### src/rtl/m_alu_digser.sv
// Digit-serial midgetv ALU: LSB digit first, carry held between digits.
// Define ALU_ZEROFLAG_EN to add the alu_zero result flag.
module m_alu_digser #(
  parameter int ALUWIDTH     = 32,
  parameter int DIGITWIDTH   = 8,
  parameter int MTIMETAP     = 0,
  parameter int SRAMADRWIDTH = 0
) (
  input  logic                CLK_I,
  input  logic                RST_I,
  input  logic                start,
  input  logic [ALUWIDTH-1:0] Di,
  input  logic [ALUWIDTH-1:0] ADR_O,
  input  logic [ALUWIDTH-1:0] QQ,
  input  logic                alu_carryin,
  input  logic                sa06,
  input  logic                sa05,
  input  logic                sa04,
  input  logic                sa27,
  input  logic                sa26,
  input  logic                sa25,
  input  logic                sa24,
  output logic                busy,
  output logic                done,
  output logic [ALUWIDTH-1:0] B,
  output logic                alu_carryout,
  output logic                alu_tapout,
  output logic                alu_minstretofl
`ifdef ALU_ZEROFLAG_EN
  ,
  output logic                alu_zero
`endif
);

  localparam int N  = ALUWIDTH / DIGITWIDTH;
  localparam int CW = (N > 1) ? $clog2(N) : 1;
  localparam int TAP =
    (MTIMETAP >= ALUWIDTH) ? ALUWIDTH - 1 : MTIMETAP;
  localparam bit TAP_EN = (MTIMETAP > 13);
  localparam bit OFL_EN = TAP_EN && (SRAMADRWIDTH != 0);
  localparam logic [CW-1:0] LAST = CW'(N - 1);

  typedef enum logic [1:0] {
    IDLE,
    RUN,
    DONE
  } state_t;

  state_t              state_q, state_d;
  logic [CW-1:0]       cnt_q, cnt_d;
  logic                cy_q, cy_d;
  logic [ALUWIDTH-1:0] di_q, di_d;
  logic [ALUWIDTH-1:0] q_q, q_d;
  logic [ALUWIDTH-1:0] qq_q, qq_d;
  logic [2:0]          op_q, op_d;
  logic                wtt_q, wtt_d;
  logic                wri_q, wri_d;
  logic [ALUWIDTH-1:0] b_q, b_d;
  logic                busy_q, busy_d;
  logic                done_q, done_d;
  logic                cout_q, cout_d;
  logic                tap_q, tap_d;
  logic                ofl_q, ofl_d;
  logic                zacc_q, zacc_d;
  logic                zero_q, zero_d;

  logic [ALUWIDTH-1:0]   a_full;
  logic [ALUWIDTH-1:0]   b_upd;
  logic [DIGITWIDTH-1:0] a_dig;
  logic [DIGITWIDTH-1:0] qq_dig;
  logic [DIGITWIDTH-1:0] r_dig;
  logic [DIGITWIDTH:0]   sum;
  logic                  accept;
  logic                  last;
  int                    base;

  always_comb begin
    a_full = op_q[1]
      ? (op_q[0] ? '0 : (~di_q & ~q_q))
      : (op_q[0] ? ~(di_q ^ q_q) : di_q);
    base   = int'(cnt_q) * DIGITWIDTH;
    a_dig  = a_full[base +: DIGITWIDTH];
    qq_dig = qq_q[base +: DIGITWIDTH];
    // Carry chain runs for every op; only the result mux looks at sa06.
    sum    = {1'b0, a_dig} + {1'b0, qq_dig}
           + {{DIGITWIDTH{1'b0}}, cy_q};
    r_dig  = op_q[2] ? sum[DIGITWIDTH-1:0] : ~(a_dig ^ qq_dig);
    b_upd  = b_q;
    b_upd[base +: DIGITWIDTH] = r_dig;
    accept = start && (state_q != RUN);
    last   = (state_q == RUN) && (cnt_q == LAST);

    state_d = state_q;
    cnt_d   = cnt_q;
    cy_d    = cy_q;
    di_d    = di_q;
    q_d     = q_q;
    qq_d    = qq_q;
    op_d    = op_q;
    wtt_d   = wtt_q;
    wri_d   = wri_q;
    b_d     = b_q;
    busy_d  = busy_q;
    done_d  = 1'b0;
    cout_d  = cout_q;
    tap_d   = 1'b0;
    ofl_d   = 1'b0;
    zacc_d  = zacc_q;
    zero_d  = zero_q;

    if (accept) begin
      di_d    = Di;
      q_d     = ADR_O;
      qq_d    = QQ;
      op_d    = {sa06, sa05, sa04};
      wtt_d   = ({sa27, sa26, sa25, sa24} == 4'b1011);
      wri_d   = ({sa27, sa26, sa25, sa24} == 4'b1001);
      cy_d    = alu_carryin;
      cnt_d   = '0;
      zacc_d  = 1'b0;
      busy_d  = 1'b1;
      state_d = RUN;
    end else begin
      unique case (state_q)
        RUN: begin
          b_d    = b_upd;
          cy_d   = sum[DIGITWIDTH];
          cnt_d  = cnt_q + CW'(1);
          zacc_d = zacc_q | (|r_dig);
          if (last) begin
            state_d = DONE;
            busy_d  = 1'b0;
            done_d  = 1'b1;
            cout_d  = sum[DIGITWIDTH];
            tap_d   = TAP_EN & wtt_q
                    & (a_full[TAP] ^ b_upd[TAP]);
            ofl_d   = OFL_EN & wri_q & sum[DIGITWIDTH];
            zero_d  = ~(zacc_q | (|r_dig));
          end
        end
        DONE:    state_d = IDLE;
        default: state_d = IDLE;
      endcase
    end
  end

  always_ff @(posedge CLK_I or posedge RST_I) begin
    if (RST_I) begin
      state_q <= IDLE;
      cnt_q   <= '0;
      cy_q    <= 1'b0;
      di_q    <= '0;
      q_q     <= '0;
      qq_q    <= '0;
      op_q    <= '0;
      wtt_q   <= 1'b0;
      wri_q   <= 1'b0;
      b_q     <= '0;
      busy_q  <= 1'b0;
      done_q  <= 1'b0;
      cout_q  <= 1'b0;
      tap_q   <= 1'b0;
      ofl_q   <= 1'b0;
      zacc_q  <= 1'b0;
      zero_q  <= 1'b0;
    end else begin
      state_q <= state_d;
      cnt_q   <= cnt_d;
      cy_q    <= cy_d;
      di_q    <= di_d;
      q_q     <= q_d;
      qq_q    <= qq_d;
      op_q    <= op_d;
      wtt_q   <= wtt_d;
      wri_q   <= wri_d;
      b_q     <= b_d;
      busy_q  <= busy_d;
      done_q  <= done_d;
      cout_q  <= cout_d;
      tap_q   <= tap_d;
      ofl_q   <= ofl_d;
      zacc_q  <= zacc_d;
      zero_q  <= zero_d;
    end
  end

  assign busy            = busy_q;
  assign done            = done_q;
  assign B               = b_q;
  assign alu_carryout    = cout_q;
  assign alu_tapout      = tap_q;
  assign alu_minstretofl = ofl_q;
`ifdef ALU_ZEROFLAG_EN
  assign alu_zero        = zero_q;
`else
  logic unused_zero;
  assign unused_zero = zacc_q ^ zero_q;
`endif

endmodule
### config.mk
export PLATFORM = sky130hd
export DESIGN_NAME = m_alu_digser
export DESIGN_NICKNAME = d
export VERILOG_FILES = /design/src/rtl/m_alu_digser.sv
export SDC_FILE = /design/constraint.sdc
export NUM_CORES = 1
export LEC_CHECK = 0
export CORE_MARGIN = 3
export CORE_UTILIZATION = 58
export CTS_BUF_LIST = sky130_fd_sc_hd__clkbuf_2
export DETAILED_ROUTE_END_ITERATION = 6
export PLACE_DENSITY = 0.9
export SLEW_MARGIN = 20
export SYNTH_ARGS = -nofsm -noshare
export SYNTH_HDL_FRONTEND = slang
export SYNTH_SLANG_ARGS = --single-unit
### constraint.sdc
create_clock -name CLK_I -period 11.6 [get_ports CLK_I]
set_input_delay 1.16 -clock CLK_I [delete_from_list [all_inputs] [get_ports CLK_I]]
set_output_delay 1.16 -clock CLK_I [all_outputs]
set_load 0.1 [all_outputs]
==> results of run 1 <==
-- worst max-delay path by stage --
stage | startpoint | to | slack [ps] | depth (start not counted)
floorplan | RST_I | B[0] | 6720 | 1
detailed placement | cnt_q[0] | alu_carryout | 7920 | 11
global route | cnt_q[0] | alu_carryout | 7670 | 11
global placement | cnt_q[0] | cy_q | 7980 | 11
finish | cnt_q[0] | alu_carryout | 7890 | 11
CTS | cnt_q[0] | alu_carryout | 7870 | 11
-- worst min-delay path, cell delays in order, from the launching register on --
cell     delay, ps
dfrtp_1        390
nand2_1         50
nand2_1         60
-- stage by stage --
step	cell area, µm²	worst slack, ps	hold slack, ps	utilization
floorplan	7300	6720	474	-
global placement	8760	7980	466	0.720
detailed placement	8760	7920	479	0.720
CTS	8960	7870	517	0.737
global route	8960	7670	534	0.737
finish	8960	7890	513	0.737
-- layout make-up --
cell class                 count  area (µm²)  share of cell area
antenna                        1        2.50            0.000279
tap                          168         210              0.0235
clock buffer                  19        95.1              0.0106
multi-input combinational    293        3370               0.376
sequential                   139        3480               0.388
clock inverter                11         105              0.0117
timing repair buffer         141        1400               0.156
inverter                      79         302              0.0336
-- placed cells by master (no fill, tap or decap), types with 3 or more instances in the layout --
master,Yosys,layout
clkinv_2,0,3
ha_1,46,46
nor4b_4,3,3
mux2i_1,10,10
nor2_1,3,3
mux2_2,99,99
clkdlybuf4s50_1,0,137
o22ai_1,7,7
inv_1,77,76
o21ai_0,6,6
a22o_1,29,29
a21oi_1,3,3
nand2_1,12,12
dfrtp_1,139,137
clkinv_1,0,4
nand2_4,3,4
clkbuf_2,0,19
o21ai_1,3,3
xnor2_1,4,4
buf_4,4,4
mux4_2,32,32
-- layer usage --
layer  GRT usage  routed length, µm
met1       0.291               6460
met2       0.401               8050
met3      0.0550                785
met4      0.0821                263
met5           0                  0
-- flip-flops by register name, summed over array words and instances (netlist names) --
signal        count
B                32
alu_carryout      1
busy              1
cnt_q             2
cy_q              1
di_q             32
done              1
op_q              3
q_q              32
qq_q             32
state_q           2
-- kinds of logic after synthesis --
family                     after synthesis  synth area share
muxes                                  141             0.265
other                                    1          0.000514
xor gates and xnor gates                 5           0.00600
and+or+nand+nor                         39            0.0420
adders and majority gates               48            0.0844
AOI/OAI and AO/OA                       58            0.0621
DFF                                    139             0.477
buffers and inverters                  104            0.0628
==> flow_summary.toml, run 1 <==
[status]
status = "complete, no violations"

[worst_setup_path]
crit_buf_inv = 3
worstReg2RegStart = "cnt_q[0]"
crit_family = "flip-flops"
start_kind = "flop"
max_stage_delay_ps = 800
path_max_fanout = 22
endpoint_kind = "flop"
r2r-end = "alu_carryout"
worstPathCellList = "buf_4, mux4_2, inv_1, fa_1, inv_1, fa_1, a21o_1, o2bb2ai_1, or4_1, o21ai_0, o21ai_0"
r2r_slack_ps = 7890
crit_type = "flop to flop"
cp.required_ps = 12190
cp.arrival_ps = 4300
r2r_cells = 11
cp_slowest_cell = "dfrtp_2"

[route]
viasPerCell = 5.53
routed_wl_mm = 15.6
firstDrtPassIters = 4
first_iter_violations = 327
num_vias = 4709
final_antenna_net_count = 0
drcViolationCount = 0
avgRoutedWirePerCell_um = 18.3

[floorplanning]
ios = 144
start_util = 0.600
design.core.area_mm2 = 0.0122
rows = 40
die_x_um = 118
die-area_mm2 = 0.0140
die_h_um = 118

[logic_synthesis]
synth.top_cells.by_count = "dfrtp_1 (139), mux2_2 (99), inv_1 (77), ha_1 (46), mux4_2 (32)"
yosysWarnings = 0
syn-cell-area_mm2 = 0.00729
avgSynthCellArea_um2 = 13.6
ys_seq_area_frac = 0.477
synth-edff-count = 0
yosys-top-cells-area = "dfrtp_1 (48%), mux2_2 (15%), mux4_2 (9.9%), ha_1 (7.9%), inv_1 (4.0%)"
synth_area_leader_cell = "dfrtp_1"
synth-seq-cells = 139
yosysMostFrequentCell = "dfrtp_1"
ys.flop_type = "dfrtp_1"
synth_top_area_share = 0.477
synth-async-reset-ratio = 1.00
synthDistinctLibCells = 46
syn_inst = 535

[global_routing]
overflow = 0
grt_max_degree = 72
grt_pass1_wl_mm = 25.7
grt_use_total = 0.234
antenna_found_initial = 1
grt_pass1_vias = 5104

[min_path]
hold_class = "flop to flop"
whs_endpoint = "busy"
hp-start = "busy"
hold_depth = 2

[finish]
fin_cells = 851
drive_above_1_share = 0.264
areaGrowthSynthToFinish_pct = 22.9
fill_cells = 813
nNetsFinal = 826

[timing]
finalSetupTns_ps = 0
fmax_ghz = 0.269
finClkSkew_ps = 14.9
period_share = 0.320
period_needed_ps = 3710
report.final.hold_viol_count = 0
worst_pin_slew_ps = 1010
setup_viol = 0
rsz0062_at_grt = "no"
slew_violations = 0
max_slew_margin = 0.326

[placed_design]
dp_cells = 820
dp.final_hpwl_mm = 11.5
io_buffers = 137
routabilityCongestion = 0.842

[cts]
clockBufferDepth = 2
cts_setup_buffers = 0
clkTransAtPathRegs_ps = 180
cts_buffers = 17
numClockSinks = 139
cts_tree = "yes"
ctsHoldBuffers = 0
postCtsResizedCells = 0
root_buffer = "clkbuf_2"
htreeDepth = 4
clk_latency_ps = 700

[run]
drv_cap = 0
Power of run 1 is left out: the tool's default activity adds up to more than one toggle a clock period on the data nets, which glitch-free logic cannot reach.
==> run 2, diff against run 1 <==
--- a/config.mk
+++ b/config.mk
@@ -6,10 +6,10 @@
 export NUM_CORES = 1
 export LEC_CHECK = 0
 export CORE_MARGIN = 3
-export CORE_UTILIZATION = 58
+export CORE_UTILIZATION = 54
 export CTS_BUF_LIST = sky130_fd_sc_hd__clkbuf_2
 export DETAILED_ROUTE_END_ITERATION = 6
-export PLACE_DENSITY = 0.9
+export PLACE_DENSITY = 0.85
 export SLEW_MARGIN = 20
 export SYNTH_ARGS = -nofsm -noshare
 export SYNTH_HDL_FRONTEND = slang
==> constraint.sdc (replaced) <==
create_clock -name CLK_I -period 3.8 [get_ports CLK_I]
set_input_delay 0.38 -clock CLK_I [delete_from_list [all_inputs] [get_ports CLK_I]]
set_output_delay 0.38 -clock CLK_I [all_outputs]
set_load 0.1 [all_outputs]
==> run 2 against run 1 <==
Compared with the run above: critical path depth rose by 2; final area is 0.80% higher; sequential cell count stayed put; first-iteration DRC count down 11%; global-route usage is 1.2 points lower; wire length up 0.49%; via count increased by 0.89%; die area increased by 7.0%; worst hold slack got worse by 360 ps; highest routed layer unchanged.
==> flow_summary.toml, run 2 (synthesized netlist as in run 1, its figures left out) <==
[global_routing]
grt_use_total = 0.221
grt_pass1_wl_mm = 25.3
grt_pass1_vias = 5055
antenna_found_initial = 1
overflow = 0
grt_max_degree = 64

[timing]
fmax_ghz = 0.301
max_slew_margin = 0.340
finClkSkew_ps = 26.7
finalSetupTns_ps = 0
worst_pin_slew_ps = 986
slew_violations = 0
rsz0062_at_grt = "no"
setup_viol = 0
setup_ws_ps = 479
period_share = 0.874
report.final.hold_viol_count = 0
period_needed_ps = 3320

[status]
status = "complete, no violations"

[cts]
cts_tree = "yes"
numClockSinks = 139
htreeDepth = 4
clockBufferDepth = 2
root_buffer = "clkbuf_2"
cts_buffers = 17
cts_setup_buffers = 0
postCtsResizedCells = 0
clk_latency_ps = 710
ctsHoldBuffers = 0
clkTransAtPathRegs_ps = 190

[placed_design]
routabilityCongestion = 0.841
placed_area_mm2 = 0.00884
dp.final_hpwl_mm = 11.9
io_buffers = 137
dp_slack_ps = 514

[route]
firstDrtPassIters = 6
final_antenna_net_count = 0
drcViolationCount = 0
first_iter_violations = 290
avgRoutedWirePerCell_um = 18.1
num_vias = 4751
viasPerCell = 5.51
routed_wl_mm = 15.6

[finish]
final_cell_mix = "dfrtp_1 (138), clkdlybuf4s50_1 (137), mux2_2 (99)"
drive_above_1_share = 0.271
areaGrowthSynthToFinish_pct = 23.9
stdcell_area_mm2 = 0.00903
nNetsFinal = 834
mostFrequentLayoutCell = "dfrtp_1"

[worst_setup_path]
start_kind = "flop"
path_max_fanout = 4
endpoint_kind = "flop"
cp_slowest_cell = "mux4_2"
r2r_cells = 13
r2r-end = "B[30]"
max_stage_delay_ps = 440
worstPathCellList = "inv_1, ha_1, mux4_2, or2_0, o21a_1, fa_1, inv_1, fa_1, a21o_1, o2bb2ai_1, nor3b_2, xnor2_1, a22o_1"
cp.arrival_ps = 3970
crit_end = "B[30]"
cp.depth = 13
cp.required_ps = 4450
crit_buf_inv = 2
worstReg2RegStart = "di_q[0]"
crit_path_start = "di_q[0]"
crit_family = "adder cells"
r2r_slack_ps = 480
crit_type = "flop to flop"

[floorplanning]
die-area_mm2 = 0.0149
die_h_um = 122
die_x_um = 122
ios = 144
rows = 41
start_util = 0.564
design.core.area_mm2 = 0.0129

[min_path]
hold_class = "input pin to asynchronous set/reset pin"

[run]
drv_cap = 0
[run 2: cell count changes in the layout (fill, tap and decap cells not counted)]
| cell | change |
|---|---|
| buf_4 | +7 |
| buf_12 | +1 |
| clkbuf_2 | -1 |
| clkinv_1 | -1 |
| clkinv_2 | +1 |
| clkinvlp_4 | +1 |
| dfrtp_1 | +1 |
| dfrtp_2 | -1 |
| inv_6 | -1 |
[run 2: final cells by class]
| cell class | instances | area [µm²] |
|---|---|---|
| Fill cell | 913 | 3890 |
| Clock buffer | 18 | 90.1 |
| Antenna cell | 1 | 2.50 |
| Tap cell | 172 | 215 |
| Inverter | 79 | 300 |
| Timing Repair Buffer | 149 | 1470 |
| Sequential cell | 139 | 3480 |
| Multi-Input combinational cell | 293 | 3370 |
| Clock inverter | 11 | 106 |
[run 2: routing by layer]
metal | global-route usage | vias to the layer above | routed length, µm
met3 | 0.0479 | 19 | 825
met5 | 0 | - | 0
met2 | 0.380 | 141 | 8000
met4 | 0.0798 | 0 | 230
li1 | - | 2183 | -
met1 | 0.278 | 2408 | 6580
[run 2: metrics by stage]
stage | std cells | hold WS, ps | utilization
floorplan | 536 | 474 | -
global placement | 832 | 481 | 0.684
detailed placement | 832 | 485 | 0.684
CTS | 861 | 101 | 0.699
global route | 862 | 127 | 0.699
finish | 862 | 148 | 0.699
[run 2: worst min path at each step]
stage,to
floorplan,qq_q[16]
global placement,B[17]
detailed placement,busy
CTS,q_q[18]
global route,q_q[9]
finish,q_q[18]
[run 2: worst register-to-register path: cells and delay by family (launching register included)]
family	cells	cell delay (ps)
fa+ha+maj	3	890
simple gates	2	290
xor+xnor	1	410
buf+inv	2	130
mux	1	440
compound gates	4	690
flops	1	410
Power of run 2 is left out for the same reason.
==> run 3, diff against run 2 <==
==> constraint.sdc (replaced) <==
create_clock -name CLK_I -period 3.31 [get_ports CLK_I]
set_input_delay 0.331 -clock CLK_I [delete_from_list [all_inputs] [get_ports CLK_I]]
set_output_delay 0.331 -clock CLK_I [all_outputs]
set_load 0.1 [all_outputs]
==> run 3 against run 2 <==
Compared with the run above: non-clock buffer count grew 2; sequential share of layout area fell by 0.89 points; fmax is 3.8% higher; cell count increased by 0.58%; clock skew decreased by 8.9 ps; global-route usage rose by 0.70 points.
==> flow_summary.toml, run 3 (synthesized netlist as in run 1, its figures left out) <==
[status]
status = "complete, no violations"

[timing]
max_slew_margin = 0.318
period_needed_ps = 3200
period_share = 0.967
finClkSkew_ps = 17.8
setup_viol = 0
fmax_ghz = 0.312
report.final.hold_viol_count = 0
worst_pin_slew_ps = 1020
slew_violations = 0

[cts]
clk_latency_ps = 740
htreeDepth = 4
numClockSinks = 139
cts_tree = "yes"
clkTransAtPathRegs_ps = 190
clockBufferDepth = 2
cts_buffers = 17
root_buffer = "clkbuf_2"
ctsHoldBuffers = 0

[worst_setup_path]
crit_type = "flop to flop"
r2r_slack_ps = 110
crit_family = "compound AO/OA/AOI/OAI gates"
worstReg2RegStart = "cnt_q[0]"
path_max_fanout = 13
start_kind = "flop"
r2r_cells = 10
cp.arrival_ps = 3880
cp_slowest_cell = "mux4_2"
max_stage_delay_ps = 520
cp.required_ps = 3980
cp.depth = 10
crit_buf_inv = 2
worstPathCellList = "buf_4, buf_4, mux4_2, o22ai_1, ha_1, nand2_1, nand3b_1, a22o_1, a311oi_4, a22o_1"
endpoint_kind = "flop"
r2r-end = "B[7]"

[floorplanning]
ios = 144
die-area_mm2 = 0.0149
design.core.area_mm2 = 0.0129
die_x_um = 122
die_h_um = 122
rows = 41
start_util = 0.564

[placed_design]
dp_cells = 832
routabilityCongestion = 0.837
dp.final_hpwl_mm = 11.9
io_buffers = 137

[global_routing]
grt_pass1_wl_mm = 26.2
overflow = 0
grt_pass1_vias = 5143
grt_max_degree = 140
grt_use_total = 0.228
antenna_found_initial = 2

[route]
viasPerCell = 5.49
routed_wl_mm = 16.0
first_iter_violations = 286
num_vias = 4763
firstDrtPassIters = 4
avgRoutedWirePerCell_um = 18.5
drcViolationCount = 0
final_antenna_net_count = 0

[finish]
ff_latch_area_mm2 = 0.00348
nNetsFinal = 836
drive_above_1_share = 0.293
multi_input_area_mm2 = 0.00342
fin_cells = 867
areaGrowthSynthToFinish_pct = 26.8
fill_cells = 888
final_cell_mix = "dfrtp_1 (137), clkdlybuf4s50_1 (137), mux2_2 (99)"

[min_path]
hold_class = "input pin to asynchronous set/reset pin"

[run]
drv_cap = 0
==> run 3: layout make-up <==
class	count	area share
Clock buffer	18	0.00974
Tap cell	172	0.0233
Antenna cell	1	0.000270
Timing Repair Buffer	151	0.166
Clock inverter	14	0.0218
Sequential cell	139	0.376
Multi-Input combinational cell	293	0.370
Inverter	79	0.0325
==> run 3: worst max path at each step <==
| stage | startpoint | slack, ps | endpoint |
|---|---|---|---|
| global placement | di_q[8] | 180 | cy_q |
| global route | cnt_q[0] | -3 | B[7] |
| floorplan | cnt_q[0] | 360 | alu_carryout |
| finish | cnt_q[0] | 110 | B[7] |
| detailed placement | di_q[24] | 30 | B[6] |
| CTS | di_q[25] | 40 | B[7] |
==> run 3: tightest hold or removal path, stage by stage <==
cell	delay, ps
clkdlybuf4s50_1	440
clkinvlp_4	100
buf_12	530
==> run 3: layer usage <==
| metal | GRT usage | vias up | share of wire |
|---|---|---|---|
| li1 | - | 2185 | - |
| met2 | 0.385 | 115 | 0.51 |
| met1 | 0.293 | 2440 | 0.43 |
| met3 | 0.0581 | 21 | 0.046 |
| met5 | 0 | - | 0.00081 |
| met4 | 0.0693 | 2 | 0.014 |
==> run 3: through the flow <==
| stage | setup TNS [ps] | utilization | cell area, µm² | setup slack [ps] | hold WS (ps) |
|---|---|---|---|---|---|
| 2_1_floorplan | 0 | - | 7300 | 363 | 474 |
| 3_3_place_gp | 0 | 0.687 | 8890 | 185 | 467 |
| 3_5_place_dp | 0 | 0.687 | 8890 | 27.8 | 476 |
| 4_1_cts | 0 | 0.711 | 9190 | 39.2 | 133 |
| 5_1_grt | -2.92 | 0.716 | 9250 | -2.92 | 109 |
| 6_report | 0 | 0.716 | 9250 | 109 | 152 |
==> run 3: timing repair <==
action / 4_1_cts / 5_1_grt
setup buffers: 0 / 2
setup endpoints to repair: 3 / 15
pin swaps: 0 / 1
gates resized for setup: 1 / 11
Power of run 3 is left out for the same reason.
==> edit 1: new RTL, settings of run 1 <==
The 3 states of `state_t` get a one-hot encoding in 3 bits.
--- a/src/rtl/m_alu_digser.sv
+++ b/src/rtl/m_alu_digser.sv
@@ -41,8 +41,8 @@
   localparam logic [CW-1:0] LAST = CW'(N - 1);
 
-  typedef enum logic [1:0] {
-    IDLE,
-    RUN,
-    DONE
+  typedef enum logic [2:0] {
+    IDLE = 3'b001,
+    RUN  = 3'b010,
+    DONE = 3'b100
   } state_t;
 
Check against the original RTL: same outputs for any inputs over 4 cycles, from zero or initial values and one cycle with RST_I high; so few cycles prove little.
==> edit 1 against run 1 <==
- critical endpoint is now B[30]
- cell area is 0.77% higher
- worst setup slack worse by 0.35 ns
- critical path type unchanged
- synthesized cell count is 0.37% higher
- clock skew hardly changed
- sequential cell count is 1 higher
- routed wire length is 1.2% higher
- synthesized area is 0.46% lower
==> edit 1: results (changes against run 1) <==
Clock network
  • Postcts setup bufs: 0 (unchanged)
  • Clk_lat worst skew: 0.70 ns (about the same)

Drt
  • Number of DRC markers in iteration 0: 426 (+30%)
  • Detailed-route via count: 4711 (+0.042%)
  • Number of vias per cell: 5.53 (about the same)
  • Routed WL: 15.7 mm (+1.2%)

Layout
  • Layout cells sized above 1: 26.1% (-0.33 points)
  • Final #Nets: 825 (-0.12%)

Global route
  • Global-route wire length before repair: 26.4 mm (+3.0%)
  • All-Layer GR Usage: 24.2% (+0.86 points)
  • Number of global-route vias before repair: 5257 (+3.0%)

Placed design
  • Post-DP HPWL: 11.7 mm (+2.1%)
  • Gp weighted congestion: 0.779 (-7.5%)
  • Cells after DPL: 819 (-0.12%)
  • IO buf count: 137 (unchanged)

STA
  • Measured slew at the worst slew-check pin: 0.993 ns (-0.0151 ns)
  • Clock Skew: 0.0152 ns (+0.000223 ns)

Run status
  • Status: finished clean

Min path
  • Min-Delay Path Class: flop to flop

Worst setup path
  • Critical path peak fanout: 23 (+4.5%)
  • Crit path DAT: 4.72 ns (+0.42 ns)
  • Worst stage delay on the critical path: 0.93 ns (+0.13 ns)
  • R2R depth: 10 (-1)

Power and ir drop
  • Peak supply drop: 0.162 mV

Synth
  • Post-synth top cells: dfrtp_1 (139), mux2_2 (100), inv_1 (78), ha_1 (46), mux4_2 (32)
  • Unique masters post-synth: 44 (-4.3%)
  • Register area share after synthesis: 48.3% (+0.58 points)
  • Area contributors post-synth: dfrtp_1 (48%), mux2_2 (16%), mux4_2 (9.9%)
## edit 1: power by group through the flow
stage / combinational (mW) / clock [mW] / sequential [mW]
after global placement: 1.64 / 0 / 0.888
after global routing: 1.89 / 0.361 / 0.933
final: 1.73 / 0.333 / 0.896
after detailed placement: 1.73 / 0 / 0.910
after floorplan: 1.14 / 0 / 1.04
after CTS: 1.74 / 0.338 / 0.898
## edit 1: logic make-up after synthesis
| family | synth area share [%] |
|---|---|
| muxes | 26.8 |
| and+or+nand+nor | 3.79 |
| DFF | 48.3 |
| AOI/OAI and AO/OA | 5.96 |
| adders and majority gates | 8.48 |
| other | 0.0516 |
| xor gates and xnor gates | 0.603 |
| buffers and inverters | 6.03 |
## edit 1: layer usage
| layer | track usage (%) | wire, µm |
|---|---|---|
| met2 | 42.4 | 8230 |
| met4 | 8.13 | 248 |
| met3 | 5.77 | 742 |
| met1 | 29.6 | 6530 |
| met5 | 0 | 0 |
## edit 1: final timing paths
path,startpoint,endpoint,slack (ns)
worst max-delay path,cnt_q[0],B[30],7.53
worst min-delay path,B[29],B[29],0.51
worst max register to register,cnt_q[0],B[30],7.53
worst min register to register,B[29],B[29],0.51
max in group asynchronous,RST_I,op_q[1],9.34
min in group asynchronous,RST_I,q_q[24],0.88
## edit 1: area by class of cell
| cell class | instances | area [µm²] |
|---|---|---|
| inverters | 79 | 302 |
| repair buffers | 140 | 1390 |
| flip-flops and latches | 140 | 3510 |
| well taps | 168 | 210 |
| clock inverters | 15 | 203 |
| fillers | 824 | 3080 |
| clock buffers | 17 | 85.1 |
| diodes | 1 | 2.50 |
| multi-input cells | 292 | 3330 |
## edit 1: stage by stage
step                      cell area, µm²  util [%]  hold WS [ns]  power, mW  worst slack, ns
after floorplan                     7260         -         0.474       2.18             6.69
after global placement              8740      72.2         0.475       2.53             7.57
after detailed placement            8740      72.2         0.476       2.64             7.50
after CTS                           9030      74.5         0.513       2.97             7.46
after global routing                9030      74.6         0.546       3.18             7.27
final                               9030      74.6         0.507       2.96             7.53
## edit 1: worst register-to-register path, stage by stage (launching register included)
cell and delay [ns]:
dfrtp_2 0.93, inv_1 0.62, mux2i_1 0.25, o21a_1 0.26, fa_1 0.46, fa_1 0.41, nor2b_1 0.16, o2111ai_1 0.15
nand3_1 0.13, xor2_1 0.45, a22o_1 0.20
==> edit 2: new RTL, flow settings as in run 1 <==
Without the edit above. `ALUWIDTH`: 32 -> 64.
--- a/src/rtl/m_alu_digser.sv
+++ b/src/rtl/m_alu_digser.sv
@@ -2,5 +2,5 @@
 // Define ALU_ZEROFLAG_EN to add the alu_zero result flag.
 module m_alu_digser #(
-  parameter int ALUWIDTH     = 32,
+  parameter int ALUWIDTH     = 64,
   parameter int DIGITWIDTH   = 8,
   parameter int MTIMETAP     = 0,
Interface: changed (resized ADR_O, B, Di and QQ); port bits go from 144 to 272. The function was not compared with the original's and may differ.
==> edit 2 against run 1 <==
- sequential cell count rose by 129
- synthesized area rose by 89%
- worst setup slack got worse by 1.0 ns
- core utilization rose by 0.85 points
- cell area rose by 91%
- maximum frequency fell by 21%
- routed wire length rose by 120%
- critical path type unchanged
- highest routed layer is now met5
Power is not shown: default switching activity piles up to over one toggle a cycle in this logic, so the estimate is an artifact.
==> edit 2: results (changes against run 1) <==
Worst setup path
  • R2R depth: 11 (unchanged)
  • Worst R2R Setup Slack: 6.88 ns (-1.01 ns)
  • Critical path peak fanout: 47 (+110%)
  • Crit path DAT: 5.32 ns (+1.02 ns)
  • Reg2reg end: B[28]
  • Reg-to-reg startpoint: cnt_q[0]

Clock network
  • Worst-path clk slew: 0.09 ns (-0.09 ns)
  • Htree depth: 3 (-1)
  • Root Driver: clkbuf_2
  • CTS Buf Count: 69 (+52)
  • CTS-repair resized insts: 0 (unchanged)
  • Postcts setup bufs: 0 (unchanged)
  • Clk_lat worst skew: 0.81 ns (+0.11 ns)
  • Clk buf depth: 3 (+1)

STA
  • Slew headroom: 31.8% (-0.78 points)
  • Clock Skew: 0.0573 ns (+0.0424 ns)

Global route
  • Largest net degree at the start of global routing: 131 (+82%)
  • M2 GR Usage: 46.0% (+5.9 points)
  • Global-route wire length before repair: 54.2 mm (+110%)
  • Number of global-route vias before repair: 10600 (+110%)
  • Met1 Use GR: 31.8% (+2.6 points)
  • GR Layer Usage met3: 6.93% (+1.4 points)
  • Initial antenna violation count: 3 (+2)
  • All-Layer GR Usage: 26.7% (+3.3 points)

Min path
  • Hold path endpoint: B[52]
  • Hold Path Origin: B[52]
  • Min-Delay Path Depth: 2 (unchanged)
  • Min-Delay Path Class: flop to flop

Placed design
  • Gp weighted congestion: 0.884 (+5.0%)
  • IO buf count: 265 (+93%)
  • Post-DP HPWL: 24.9 mm (+120%)

Layout
  • Final #Nets: 1671 (+100%)
  • Layout cells sized above 1: 26.5% (+0.15 points)
  • Fillers: 1551 (+91%)

Synth
  • Area contributors post-synth: dfrtp_1 (49%), mux2_2 (17%), mux4_2 (7.4%)
  • Register area share after synthesis: 48.7% (+1.0 points)
  • Ys async rst share: 100% (unchanged)
  • Synth warn: 0 (unchanged)
  • Unique masters post-synth: 50 (+8.7%)
  • Post-synth top cells: dfrtp_1 (268), mux2_2 (208), inv_1 (133), nand2_1 (99), ha_1 (79)

Drt
  • Routed WL: 33.7 mm (+120%)
  • Pre-antenna DRT Iters: 5 (+1)
  • Number of vias per cell: 5.58 (+0.83%)
  • Number of DRC markers in iteration 0: 650 (+99%)

Run status
  • Status: finished clean
## edit 2: cell count changes in the layout (fill, tap and decap cells not counted), sizes merged, moves of 11 or more
cell | before | now
ha | 46 | 79
mux2 | 99 | 208
clkbuf | 19 | 98
inv | 79 | 136
nor2 | 3 | 26
o21ai | 9 | 61
mux4 | 32 | 52
nand2 | 17 | 99
clkdlybuf4s50 | 137 | 265
dfrtp | 139 | 268
a22o | 29 | 0
a221oi | 0 | 11
## edit 2: metrics by stage
step	instances	util [%]	hold WS (ns)	setup slack [ns]	cell area, µm²
finish	1742	74.6	0.489	6.88	17100
global route	1742	74.6	0.522	6.57	17100
CTS	1741	74.5	0.490	6.85	17100
detailed placement	1629	72.0	0.470	6.89	16600
global placement	1629	72.0	0.461	7.06	16600
floorplan	1094	-	0.474	3.06	13800
## edit 2: logic make-up after synthesis
| group | count (synthesis) | synth area share [%] |
|---|---|---|
| compound gates | 122 | 5.38 |
| simple gates | 151 | 4.76 |
| xor+xnor | 6 | 0.491 |
| mux | 277 | 26.9 |
| other cells | 1 | 0.0272 |
| buf+inv | 187 | 6.23 |
| fa+ha+maj | 81 | 7.47 |
| flops | 268 | 48.7 |
## edit 2: area by class of cell
| cell class | instances | area share (%) |
|---|---|---|
| Sequential cell | 268 | 39.2 |
| Tap cell | 313 | 2.29 |
| Clock inverter | 14 | 0.467 |
| Antenna cell | 1 | 0.0146 |
| Timing Repair Buffer | 275 | 15.9 |
| Multi-Input combinational cell | 639 | 36.3 |
| Inverter | 134 | 2.98 |
| Clock buffer | 98 | 2.86 |
## edit 2: critical path, stage by stage, from the launching register on
cell and delay (ns):
dfrtp_4 0.63, buf_4 0.42, nor3_4 0.63, a221oi_1 0.20, o21ai_0 0.12, o22ai_1 0.19
fa_1 0.47, fa_1 0.40, a21o_1 0.20, a211oi_1 0.31, xor2_1 0.73, o21ai_0 0.21
## edit 2: routing by layer
| metal | vias up | share of wire (%) |
|---|---|---|
| met4 | 4 | 3.6 |
| met5 | - | 0.074 |
| li1 | 4458 | - |
| met2 | 370 | 51 |
| met3 | 86 | 7.0 |
| met1 | 4801 | 38 |
## edit 2: worst max path at each step
stage | from | to | slack, ns | depth (start not counted)
floorplan | RST_I | B[0] | 3.06 | 1
global placement | cnt_q[0] | B[28] | 7.06 | 11
detailed placement | cnt_q[0] | B[28] | 6.89 | 11
CTS | cnt_q[0] | B[28] | 6.85 | 11
global route | cnt_q[0] | B[28] | 6.57 | 11
finish | cnt_q[0] | B[28] | 6.88 | 11
